File: src/rtl/cu_read_command_arbiter_pkg.sv
// Shared CU command/response line formats and read-arbiter sizing constants.
// The arb_id field is carried by every command and echoed back by the response.
package cu_read_command_arbiter_pkg;

    localparam int CU_READ_ARB_REQUESTORS      = 4;
    localparam int CU_READ_ARB_MAX_OUTSTANDING = 16;
    // Fixed field width so up to 16 arbitrated streams fit without changing the line format.
    localparam int CU_ARB_ID_BITS              = 4;

    typedef struct packed {
        logic [CU_ARB_ID_BITS-1:0] arb_id;
        logic [7:0]                cu_id;
        logic [5:0]                size;
        logic [47:0]               address;
    } CommandPayload;

    typedef struct packed {
        logic          valid;
        CommandPayload cmd;
    } CommandBufferLine;

    typedef struct packed {
        logic alfull;
        logic full;
        logic empty;
        logic valid;
    } BufferStatus;

    typedef struct packed {
        logic          valid;
        CommandPayload cmd;
        logic [31:0]   data;
    } ResponseBufferLine;

    function automatic CommandBufferLine stamp_command(
        input CommandBufferLine          line,
        input logic [CU_ARB_ID_BITS-1:0] id
    );
        CommandBufferLine stamped;
        stamped            = line;
        stamped.valid      = 1'b1;
        stamped.cmd.arb_id = id;
        return stamped;
    endfunction

endpackage

File: src/rtl/cu_read_command_arbiter_rr_encoder.sv
// Round-robin priority encoder: first set bit of the mask at or after rr_ptr, wrapping.
// Purely combinational so other CU arbiters can reuse it.
module round_robin_priority_encoder #(
    parameter int NUM_REQUESTORS = 4,
    parameter int ID_BITS        = $clog2(NUM_REQUESTORS)
) (
    input  logic [NUM_REQUESTORS-1:0] eligible,
    input  logic [ID_BITS-1:0]        rr_ptr,
    output logic [NUM_REQUESTORS-1:0] grant_onehot,
    output logic [ID_BITS-1:0]        grant_index,
    output logic                      grant_any
);

    always_comb begin
        grant_onehot = '0;
        grant_index  = '0;
        grant_any    = 1'b0;
        for (int k = 0; k < NUM_REQUESTORS; k++) begin
            if (!grant_any && eligible[(int'(rr_ptr) + k) % NUM_REQUESTORS]) begin
                grant_any = 1'b1;
                grant_index = ID_BITS'((int'(rr_ptr) + k) % NUM_REQUESTORS);
                grant_onehot[(int'(rr_ptr) + k) % NUM_REQUESTORS] = 1'b1;
            end
        end
    end

endmodule

File: src/rtl/cu_read_command_arbiter.sv
// Shares the CU read-command channel among the per-stream command FIFO heads,
// throttled by per-stream outstanding-read credits and downstream almost-full.
module cu_read_command_arbiter
    import cu_read_command_arbiter_pkg::*;
#(
    parameter int NUM_REQUESTORS  = CU_READ_ARB_REQUESTORS,
    parameter int MAX_OUTSTANDING = CU_READ_ARB_MAX_OUTSTANDING,
    parameter int ARB_ID_BITS     = $clog2(NUM_REQUESTORS),
    parameter int CNT_BITS        = $clog2(MAX_OUTSTANDING + 1),
    parameter int TOT_BITS        = $clog2(NUM_REQUESTORS * MAX_OUTSTANDING + 1)
) (
    input  logic                      clock,
    input  logic                      rstn,
    input  logic                      enabled_in,
    input  logic [NUM_REQUESTORS-1:0] request_in,
    input  CommandBufferLine          command_in [NUM_REQUESTORS],
    input  BufferStatus               read_buffer_status,
    input  ResponseBufferLine         read_response_in,
    output logic [NUM_REQUESTORS-1:0] grant_out,
    output CommandBufferLine          read_command_out,
    output logic [TOT_BITS-1:0]       outstanding_total,
    output logic                      arbiter_idle,
    output logic                      credit_error
);

    logic                      enabled_q;
    logic [ARB_ID_BITS-1:0]    rr_ptr_q;
    logic [CNT_BITS-1:0]       count_q [NUM_REQUESTORS];
    logic [CNT_BITS-1:0]       count_d [NUM_REQUESTORS];
    logic [TOT_BITS-1:0]       total_d;
    logic                      credit_error_d;
    CommandBufferLine          command_d;

    logic [NUM_REQUESTORS-1:0] eligible;
    logic [NUM_REQUESTORS-1:0] enc_onehot;
    logic [ARB_ID_BITS-1:0]    enc_index;
    logic                      enc_any;
    logic                      grant_valid;

    logic                      resp_valid;
    logic [CU_ARB_ID_BITS-1:0] resp_id;
    logic                      resp_in_range;
    logic [NUM_REQUESTORS-1:0] resp_hit;

    logic                      unused_inputs;
    assign unused_inputs = ^{read_response_in.data, read_response_in.cmd.address,
                             read_response_in.cmd.cu_id, read_response_in.cmd.size,
                             read_buffer_status.full, read_buffer_status.empty,
                             read_buffer_status.valid};

    always_comb begin
        eligible = '0;
        for (int i = 0; i < NUM_REQUESTORS; i++) begin
            eligible[i] = request_in[i] && (count_q[i] < CNT_BITS'(MAX_OUTSTANDING));
        end
    end

    round_robin_priority_encoder #(
        .NUM_REQUESTORS (NUM_REQUESTORS),
        .ID_BITS        (ARB_ID_BITS)
    ) u_rr_encoder (
        .eligible     (eligible),
        .rr_ptr       (rr_ptr_q),
        .grant_onehot (enc_onehot),
        .grant_index  (enc_index),
        .grant_any    (enc_any)
    );

    assign grant_valid = enabled_q && !read_buffer_status.alfull && enc_any;
    assign grant_out   = grant_valid ? enc_onehot : '0;

    assign resp_valid    = read_response_in.valid;
    assign resp_id       = read_response_in.cmd.arb_id;
    assign resp_in_range = int'(resp_id) < NUM_REQUESTORS;

    always_comb begin
        resp_hit = '0;
        for (int i = 0; i < NUM_REQUESTORS; i++) begin
            resp_hit[i] = resp_valid && resp_in_range && (resp_id == CU_ARB_ID_BITS'(i));
        end
    end

    // A response with nothing outstanding means the credit books are wrong; flag it and hold at zero.
    always_comb begin
        credit_error_d = credit_error;
        total_d        = '0;
        if (resp_valid && !resp_in_range) begin
            credit_error_d = 1'b1;
        end
        for (int i = 0; i < NUM_REQUESTORS; i++) begin
            count_d[i] = count_q[i];
            if (resp_hit[i] && (count_q[i] == '0)) begin
                credit_error_d = 1'b1;
            end
            if (grant_out[i] && !resp_hit[i]) begin
                count_d[i] = count_q[i] + CNT_BITS'(1);
            end else if (resp_hit[i] && !grant_out[i] && (count_q[i] != '0)) begin
                count_d[i] = count_q[i] - CNT_BITS'(1);
            end
            total_d = total_d + TOT_BITS'(count_d[i]);
        end
    end

    always_comb begin
        command_d = '0;
        if (grant_valid) begin
            command_d = stamp_command(command_in[enc_index], CU_ARB_ID_BITS'(enc_index));
        end
    end

    always_ff @(posedge clock or negedge rstn) begin
        if (!rstn) begin
            enabled_q         <= 1'b0;
            rr_ptr_q          <= '0;
            read_command_out  <= '0;
            outstanding_total <= '0;
            arbiter_idle      <= 1'b0;
            credit_error      <= 1'b0;
            for (int i = 0; i < NUM_REQUESTORS; i++) begin
                count_q[i] <= '0;
            end
        end else begin
            enabled_q         <= enabled_in;
            read_command_out  <= command_d;
            outstanding_total <= total_d;
            arbiter_idle      <= (total_d == '0) && !command_d.valid;
            credit_error      <= credit_error_d;
            if (grant_valid) begin
                rr_ptr_q <= ARB_ID_BITS'((int'(enc_index) + 1) % NUM_REQUESTORS);
            end
            for (int i = 0; i < NUM_REQUESTORS; i++) begin
                count_q[i] <= count_d[i];
            end
        end
    end

endmodule

File: config.mk
export PLATFORM = sky130hd
export DESIGN_NAME = cu_read_command_arbiter
export DESIGN_NICKNAME = d
export VERILOG_FILES = /design/src/rtl/cu_read_command_arbiter_pkg.sv /design/src/rtl/cu_read_command_arbiter_rr_encoder.sv /design/src/rtl/cu_read_command_arbiter.sv
export SDC_FILE = /design/constraint.sdc
export NUM_CORES = 1
export LEC_CHECK = 0
export CAP_MARGIN = 20
export CELL_PAD_IN_SITES_DETAIL_PLACEMENT = 1
export CELL_PAD_IN_SITES_GLOBAL_PLACEMENT = 2
export CORE_AREA = 2 2 178 180
export CTS_BUF_LIST = sky130_fd_sc_hd__clkbuf_2 sky130_fd_sc_hd__clkbuf_4 sky130_fd_sc_hd__clkbuf_8
export DETAILED_ROUTE_END_ITERATION = 8
export DIE_AREA = 0 0 180 182
export DONT_BUFFER_PORTS = 1
export PLACE_DENSITY = 0.54
export SLEW_MARGIN = 20
export SYNTH_ARGS = -nofsm -noshare
export SYNTH_HDL_FRONTEND = slang
export SYNTH_SLANG_ARGS = --single-unit
File: constraint.sdc
create_clock -name clock -period 9 [get_ports clock]
set_input_delay 1.8 -clock clock [delete_from_list [all_inputs] [get_ports clock]]
set_output_delay 1.8 -clock clock [all_outputs]
set_load 0.1 [all_outputs]
-- Yosys cells after proc, flatten, opt, wreduce, memory -nomap -nowiden
Index checks and enable logic that the tools add are counted.
- bits in registers: 99
- output and inout bits: 80
- logic and storage cells: 166
- add/subtract/negate cells: 15
- $lt $le $gt $ge: 14
- eq/ne operators: 3
- multiplexer cells: 49
- bitwise gates (word level): 7
- reductions and logical operators: 64
- operators with widths (operator ; number):
    binary-select mux 67 bit (select 2 bit) ; 1
    2-to-1 mux 62 bit ; 2
    2-to-1 mux 67 bit ; 1
    2-to-1 mux 5 bit ; 8
    logical AND 1 bit ; 36
    nonzero test 5 bit ; 5
    adder 5 x 1 -> 5 bit (second input constant) ; 4
    logical NOT 5 bit ; 4
    less-than comparator 5 bit (second input constant) ; 4
    2-to-1 mux 1 bit ; 20
    2-to-1 mux 4 bit ; 5
    subtractor 5 x 1 -> 5 bit (second input constant) ; 4
    logical NOT 1 bit ; 14
    less-than comparator 3 x 4 -> 1 bit (second input constant) ; 3
    OR 4 bit ; 3
    >= comparator 3 x 1 -> 1 bit (second input constant) ; 3
    binary-select mux 1 bit (select 2 bit) ; 4
    demux 1 bit (select 2 bit) ; 4
    == test 4 x 2 -> 1 bit (second input constant) ; 2
    2-to-1 mux 2 bit ; 4
    adder 6 x 5 -> 7 bit ; 1
    adder 7 x 5 -> 7 bit ; 1
    logical NOT 7 bit ; 1
    adder 5 x 5 -> 6 bit ; 1
    11 further kinds ; 17

-- Longest topological paths before layout
Gate-level depths: netlist of the first run.
- depth after elaboration: 26
- mapped depth: 21

-- By module
Synthesis of the first run repeated with hierarchy kept, for this count alone.
- cell total of the unflattened synthesis: 496
- area total of the unflattened synthesis: 6323.6 sq um
- modules (own cells, without submodules) (module ; times used ; cells an instance ; area each (sq um) ; sequential area each (sq um)):
    cu_read_command_arbiter ; 1 ; 451 ; 5904.4 ; 2427.3
    round_robin_priority_encoder ; 1 ; 45 ; 419.2 ; 0.0

-- Least setup slack after synthesis of the first run
No wires, ideal clock.
- kind: input to register
- start: input request_in[2]
- end: register arbiter_idle
- setup time: 101 ps
- arrival time: 6345 ps
- data required time: 8899 ps
- path slack: 2554 ps
- cell stages on the path: 18
- buffers on the path: 0
- cell sequence: nor2b_1 -> mux4_2 -> nor3b_1 -> o21ai_1 -> nand2_1 -> mux2i_1 -> a21boi_1 -> fa_1 -> inv_1 -> fa_1 -> inv_1 -> ha_1 -> a21o_1 -> a21oi_1 -> nor2b_1 -> o21ai_0 -> nand2b_1 -> nor4_1
- RTL lines (element ; line ; source):
    start: declaration ; cu_read_command_arbiter.sv:15 ; input logic [NUM_REQUESTORS-1:0] request_in,
    end signal: assignment ; cu_read_command_arbiter.sv:126 ; arbiter_idle <= (total_d == '0) && !command_d.valid;
    end: declaration ; cu_read_command_arbiter.sv:22 ; output logic arbiter_idle,

==> flow_metrics.py, run 1 <==
metrics = {
    "critical_path": {
        "timing.rr.end": "arbiter_idle",
        "reg2reg_slack_ps": 2720,
        "path_class": "in2reg",
        "worst-path-max-fanout": 10,
        "end_kind": "flop",
        "r2r_start": "rr_ptr_q[0]",
        "critPathArrivalTime_ps": 6610,
        "cp_cell_sequence": "nor2b_1 > mux4_2 > and2_0 > o311a_1 > nor2_2 > inv_2 > o21ai_0 > o32ai_1 > fa_1 > inv_1 > fa_1 > inv_1 > ha_1 > fa_1 > a21o_1 > a21oi_1 > xnor2_1 > nor4_1",
        "reg2regPathDepth": 19,
        "cp_common_cell": "fa_1",
        "cp-start-kind": "input pin",
        "critical_path.max_stage_delay_ps": 630,
        "critPathSlowestCell": "mux4_2",
        "required_ps": 9310,
    },
    "hold_path": {
        "min-delay-start": "count_q[18]",
        "holdPathStages": 1,
        "hold_path_class": "reg2reg",
        "worstHoldEndpoint": "count_q[18]",
    },
    "power_and_ir_drop": {
        "leakage_uw": 0.00331,
        "ir_worst_vdd_uv": 210,
        "p_total_uw": 3690,
        "pwr_density_cell_mw_per_mm2": 503,
    },
    "drt": {
        "drtAntennaViolNets": 0,
        "drc": 0,
        "dr.max_layer_used": "met4",
        "vias": 4908,
        "drt_first_pass_iters": 4,
        "met3WireLength_um": 1100,
        "drt_wl_total_um": 21800,
        "met1_length_um": 9310,
        "drt_iter0_markers": 217,
        "wl_per_cell_um": 21.7,
        "vias_per_cell": 4.87,
        "wl_met2_um": 11000,
    },
    "clock_tree": {
        "htreeDepth": 3,
        "worstSkewPairLatency_ps": 390,
        "cts_buffer_depth": 2,
        "cts_sinks": 97,
        "cts_hold_buf": 0,
        "clk_pin_slew_ps": 110,
        "cts_made_buffers": 9,
        "cts-resized-gates": 0,
        "postCtsSetupBuffers": 0,
        "cts_tree": "done",
        "cts_root_buf": "clkbuf_8",
    },
    "global_route": {
        "grt_use_total_pct": 12.8,
        "grt_pass1_wl_um": 31900,
        "grt_max_degree": 98,
        "antenna_found_initial": 1,
        "grt_pass1_vias": 5349,
        "overflow": 0,
    },
    "finish": {
        "layout.nets": 1007,
        "final-seq-area_mm2": 0.00243,
        "multi_input_area_mm2": 0.00399,
        "layout_commonest_cell": "mux2i_1",
        "fillers": 3500,
        "synthToLayoutAreaGrowth_pct": 8.26,
        "final_cell_mix": "mux2i_1 (135), dfrtp_1 (97), o22ai_2 (50)",
        "fin_cells": 1007,
        "drive_above_1_share_pct": 15.9,
    },
    "timing": {
        "finalMaxSlewViolations": 0,
        "finalCriticalPeriod_ps": 6300,
        "hold_viol_final": 0,
        "worst_slack_ps": 2700,
        "rsz0062_at_grt": "no",
        "post-route-period-util_pct": 70.0,
        "relSlewSlack_pct": 30.9,
        "worstMarginPinSlew_ps": 1040,
        "whs_ps": 566,
        "skew_ps": 10.7,
        "finalSetupViolCount": 0,
        "fmax_mhz": 159,
        "fin_setup_tns_ps": 0,
    },
    "yosys": {
        "ys_async_sr_fraction_pct": 100,
        "yosysSeqAreaShare_pct": 35.9,
        "synth_edf_count": 0,
        "yosys.area.top_type_share_pct": 35.9,
        "ys_types": 68,
        "synthFlopType": "dfrtp_1",
        "syn-cell-area_mm2": 0.00677,
        "syn_avg_cell_area_um2": 11.0,
        "syn_inst": 617,
        "yosysTopAreaCell": "dfrtp_1",
        "ys_ff_latch": 97,
        "synth_area_leaders": "dfrtp_1 (36%), mux2i_1 (20%), o22ai_2 (9.2%)",
        "ys_warn_count": 0,
    },
    "die": {
        "design.die.area_mm2": 0.0328,
        "start_util_pct": 21.8,
        "core_area_mm2": 0.0310,
        "io_pins": 458,
        "fp.dieW_um": 180,
        "die_y_um": 182,
        "num_rows": 65,
    },
    "place": {
        "preCtsSetupSlack_ps": 2280,
        "place_inst": 989,
        "port-buffer-count": 0,
        "dp_hpwl_um": 17100,
        "gp_congestion": 0.777,
    },
    "job": {
        "maxCapViolations": 0,
    },
    "run_status": {
        "outcome": "finished, final reports clean",
    },
}
[state kept, by name, summed over array words and instances, names as in the netlist]
signal	flops
rr_ptr_q	2
arbiter_idle	1
read_command_out	65
outstanding_total	7
credit_error	1
count_q	20
enabled_q	1
[stage by stage]
step                      instance area, um^2  util (%)
after floorplan                          6770         -
after global placement                   7090      22.9
after detailed placement                 7110      23.0
after CTS                                7320      23.6
after global routing                     7320      23.6
final                                    7330      23.6
[power breakdown]
part           internal, uW  leakage [uW]  total, uW  switching, uW
clock                   138      0.000107        317            180
sequential              589       0.00127       1560            969
combinational           764       0.00193       1810           1050
total                  1490       0.00331       3690           2200
[layout make-up]
class / instances / share of cell area [%]
multi-input cells: 448 / 54.4
flip-flops and latches: 97 / 33.1
well taps: 402 / 6.86
inverters: 37 / 1.90
clock buffers: 10 / 1.88
clock inverters: 6 / 0.905
repair buffers: 5 / 0.837
diodes: 2 / 0.0683
[cells in the mapped netlist (5+ instances only)]
cell type    n
a211oi_1     6
a21oi_1     15
and3_1       5
buf_2        9
buf_4        7
buf_8        5
clkbuf_1    10
dfrtp_1     97
fa_1        10
ha_1        21
inv_1       33
mux2i_1    135
nand2_1     24
nand2b_1    11
nand3_1      9
nor2_1      22
nor2b_1      7
nor3_1      12
nor4_1       6
o21ai_0     11
o22ai_1     14
o22ai_2     50
xnor2_1     14
xor2_1       6
[kinds of logic after synthesis]
| family | Yosys count | share of synthesized area, % |
|---|---|---|
| AND/OR/NAND/NOR | 121 | 9.50 |
| multiplexers | 140 | 21.3 |
| buffers and inverters | 73 | 5.77 |
| adder cells (fa/ha/maj) | 31 | 6.84 |
| flip-flops | 97 | 35.9 |
| AO/OA/AOI/OAI | 134 | 18.1 |
| other | 1 | 0.0554 |
| XOR/XNOR | 20 | 2.59 |
[worst max-delay path by stage]
stage / to / start / slack [ps] / cells past startpoint
6_report: arbiter_idle / request_in[2] / 2700 / 18
2_1_floorplan: arbiter_idle / request_in[2] / 2550 / 18
4_1_cts: arbiter_idle / rr_ptr_q[0] / 2640 / 19
5_1_grt: arbiter_idle / rr_ptr_q[0] / 2250 / 19
3_5_place_dp: arbiter_idle / request_in[2] / 2280 / 18
3_3_place_gp: arbiter_idle / request_in[2] / 2340 / 18
[routing by layer]
layer | vias to the layer above | global-route usage [%]
li1 | 2235 | -
met1 | 2475 | 16.2
met2 | 184 | 21.5
met3 | 14 | 2.83
met4 | 0 | 4.36
met5 | - | 0
[critical path: cells and delay by family]
| family | cells | cell delay (ps) |
|---|---|---|
| buffers and inverters | 3 | 410 |
| AND/OR/NAND/NOR | 4 | 860 |
| AO/OA/AOI/OAI | 5 | 1140 |
| multiplexers | 1 | 630 |
| XOR/XNOR | 1 | 110 |
| adder cells (fa/ha/maj) | 4 | 1650 |
Note: power is estimated with default switching activity, not from simulation.
==> inputs of run 2 (changes only) <==
CORE_AREA = 2 2 180 182   (was 2 2 178 180)
DIE_AREA = 0 0 182 184   (was 0 0 180 182)
PLACE_DENSITY = 0.53   (was 0.54)
clock period = 6.4 ns   (was 9 ns; I/O delays follow)
==> flow_metrics.py, run 2 (same netlist as run 1, synthesis figures left out) <==
metrics = {
    "timing": {
        "worstMarginPinSlew_ps": 1040,
        "finalSetupViolCount": 0,
        "finalCriticalPeriod_ps": 5680,
        "skew_ps": 22.6,
        "relSlewSlack_pct": 30.5,
        "hold_viol_final": 0,
        "fin_setup_tns_ps": 0,
        "post-route-period-util_pct": 88.7,
        "fmax_mhz": 176,
        "worst_slack_ps": 721,
        "rsz0062_at_grt": "no",
        "finalMaxSlewViolations": 0,
    },
    "drt": {
        "vias_per_cell": 4.83,
        "drt_wl_total_um": 22500,
        "drc": 0,
        "drtAntennaViolNets": 0,
        "wl_per_cell_um": 22.2,
        "drt_first_pass_iters": 4,
        "vias": 4889,
        "drt_iter0_markers": 174,
    },
    "critical_path": {
        "critPathArrivalTime_ps": 5980,
        "path_class": "in2reg",
        "reg2regPathDepth": 19,
        "end_kind": "flop",
        "worst-path-max-fanout": 10,
        "r2r_start": "rr_ptr_q[1]",
        "required_ps": 6700,
        "reg2reg_slack_ps": 890,
        "cp-start-kind": "input pin",
        "timing.rr.end": "arbiter_idle",
    },
    "global_route": {
        "grt_use_met2_pct": 21.5,
        "grt_pass1_vias": 5426,
        "antenna_found_initial": 1,
        "overflow": 0,
        "grt_max_degree": 126,
        "gr-max-usage-layer": "met2",
        "met3_usage_pct": 3.13,
        "grt_use_total_pct": 12.9,
        "grt_pass1_wl_um": 32700,
        "met1_usage_pct": 16.3,
    },
    "die": {
        "die_y_um": 184,
        "io_pins": 458,
        "fp.dieW_um": 182,
        "num_rows": 65,
        "start_util_pct": 21.6,
        "core_area_mm2": 0.0314,
        "design.die.area_mm2": 0.0335,
    },
    "place": {
        "dp_hpwl_um": 17900,
        "preCtsSetupSlack_ps": 292,
        "gp_congestion": 0.839,
        "port-buffer-count": 0,
        "place_inst": 996,
    },
    "clock_tree": {
        "postCtsSetupBuffers": 0,
        "clk_pin_slew_ps": 110,
        "cts_root_buf": "clkbuf_8",
        "cts_hold_buf": 0,
        "cts_sinks": 97,
        "worstSkewPairLatency_ps": 390,
        "htreeDepth": 3,
        "cts-resized-gates": 0,
        "cts_tree": "done",
        "cts_buffer_depth": 2,
        "cts_made_buffers": 9,
    },
    "hold_path": {
        "min-delay-start": "count_q[18]",
        "holdPathStages": 1,
        "worstHoldEndpoint": "count_q[18]",
        "hold_path_class": "reg2reg",
    },
    "finish": {
        "fin_cells": 1013,
        "largest-register": "read_command_out",
        "layout.nets": 1014,
        "drive_above_1_share_pct": 16.9,
        "reg_top3": "read_command_out x65, count_q x20, outstanding_total x7",
        "fillers": 3556,
        "final_cell_mix": "mux2i_1 (135), dfrtp_1 (97), o22ai_2 (50)",
        "synthToLayoutAreaGrowth_pct": 8.91,
        "largest_register_ffs": 65,
        "layout_commonest_cell": "mux2i_1",
    },
    "power_and_ir_drop": {
        "p_total_uw": 5260,
        "ir_worst_vdd_uv": 586,
        "leakage_uw": 0.00333,
        "pwr_density_cell_mw_per_mm2": 713,
    },
    "job": {
        "maxCapViolations": 0,
    },
    "run_status": {
        "outcome": "finished, final reports clean",
    },
}
## run 2: changes by cell type in the layout (fill, tap and decap cells not counted)
cell,change
diode_2,-1
buf_4,+8
buf_12,+1
buf_16,-1
clkinv_2,-2
clkinvlp_4,+1
clkbuf_4,+1
buf_6,-1
## run 2: how the worst max path moves through the flow
stage / start / endpoint / slack [ps]
after global placement: request_in[2] / arbiter_idle / 370
after floorplan: request_in[2] / arbiter_idle / 470
after global routing: request_in[2] / arbiter_idle / 440
final: request_in[2] / arbiter_idle / 720
after detailed placement: request_in[2] / arbiter_idle / 290
after CTS: request_in[2] / arbiter_idle / 730
## run 2: worst max-delay path, stage by stage
cell	delay, ps
nor2b_1	190
mux4_2	630
and2_1	220
o311a_2	390
nor2_2	300
mux2i_1	270
xor2_1	330
fa_1	510
inv_1	100
fa_1	420
inv_1	120
ha_1	240
a21o_1	180
a21oi_1	240
nor2b_1	70
o21ai_0	150
nand2b_1	90
nor4_1	250
## run 2: per-stage QoR
step                util [%]  hold WS, ps  area, um^2
floorplan                  -          501        6770
global placement        22.8          528        7160
detailed placement      22.8          535        7160
CTS                     23.5          523        7370
global route            23.5          513        7370
finish                  23.5          547        7370
## run 2: layout make-up
cell class	instances	area, um^2	area share (%)
Multi-Input combinational cell	448	3990	54.1
Sequential cell	97	2430	32.9
Tap cell	402	503	6.82
Clock buffer	11	145	1.97
Inverter	37	139	1.88
Timing Repair Buffer	12	103	1.39
Clock inverter	5	63.8	0.866
Antenna cell	1	2.50	0.0340
## run 2: report_power, final
| part | total (uW) | switching [uW] | internal, uW | leakage, uW |
|---|---|---|---|---|
| combinational | 2640 | 1520 | 1120 | 0.00196 |
| clock | 446 | 247 | 199 | 0.000104 |
| sequential | 2170 | 1350 | 828 | 0.00127 |
## run 2: layer usage
layer / wire length (um) / vias to the layer above
met4: 454 / 0
met3: 1210 / 18
li1: - / 2235
met5: 0 / -
met2: 11200 / 188
met1: 9620 / 2448
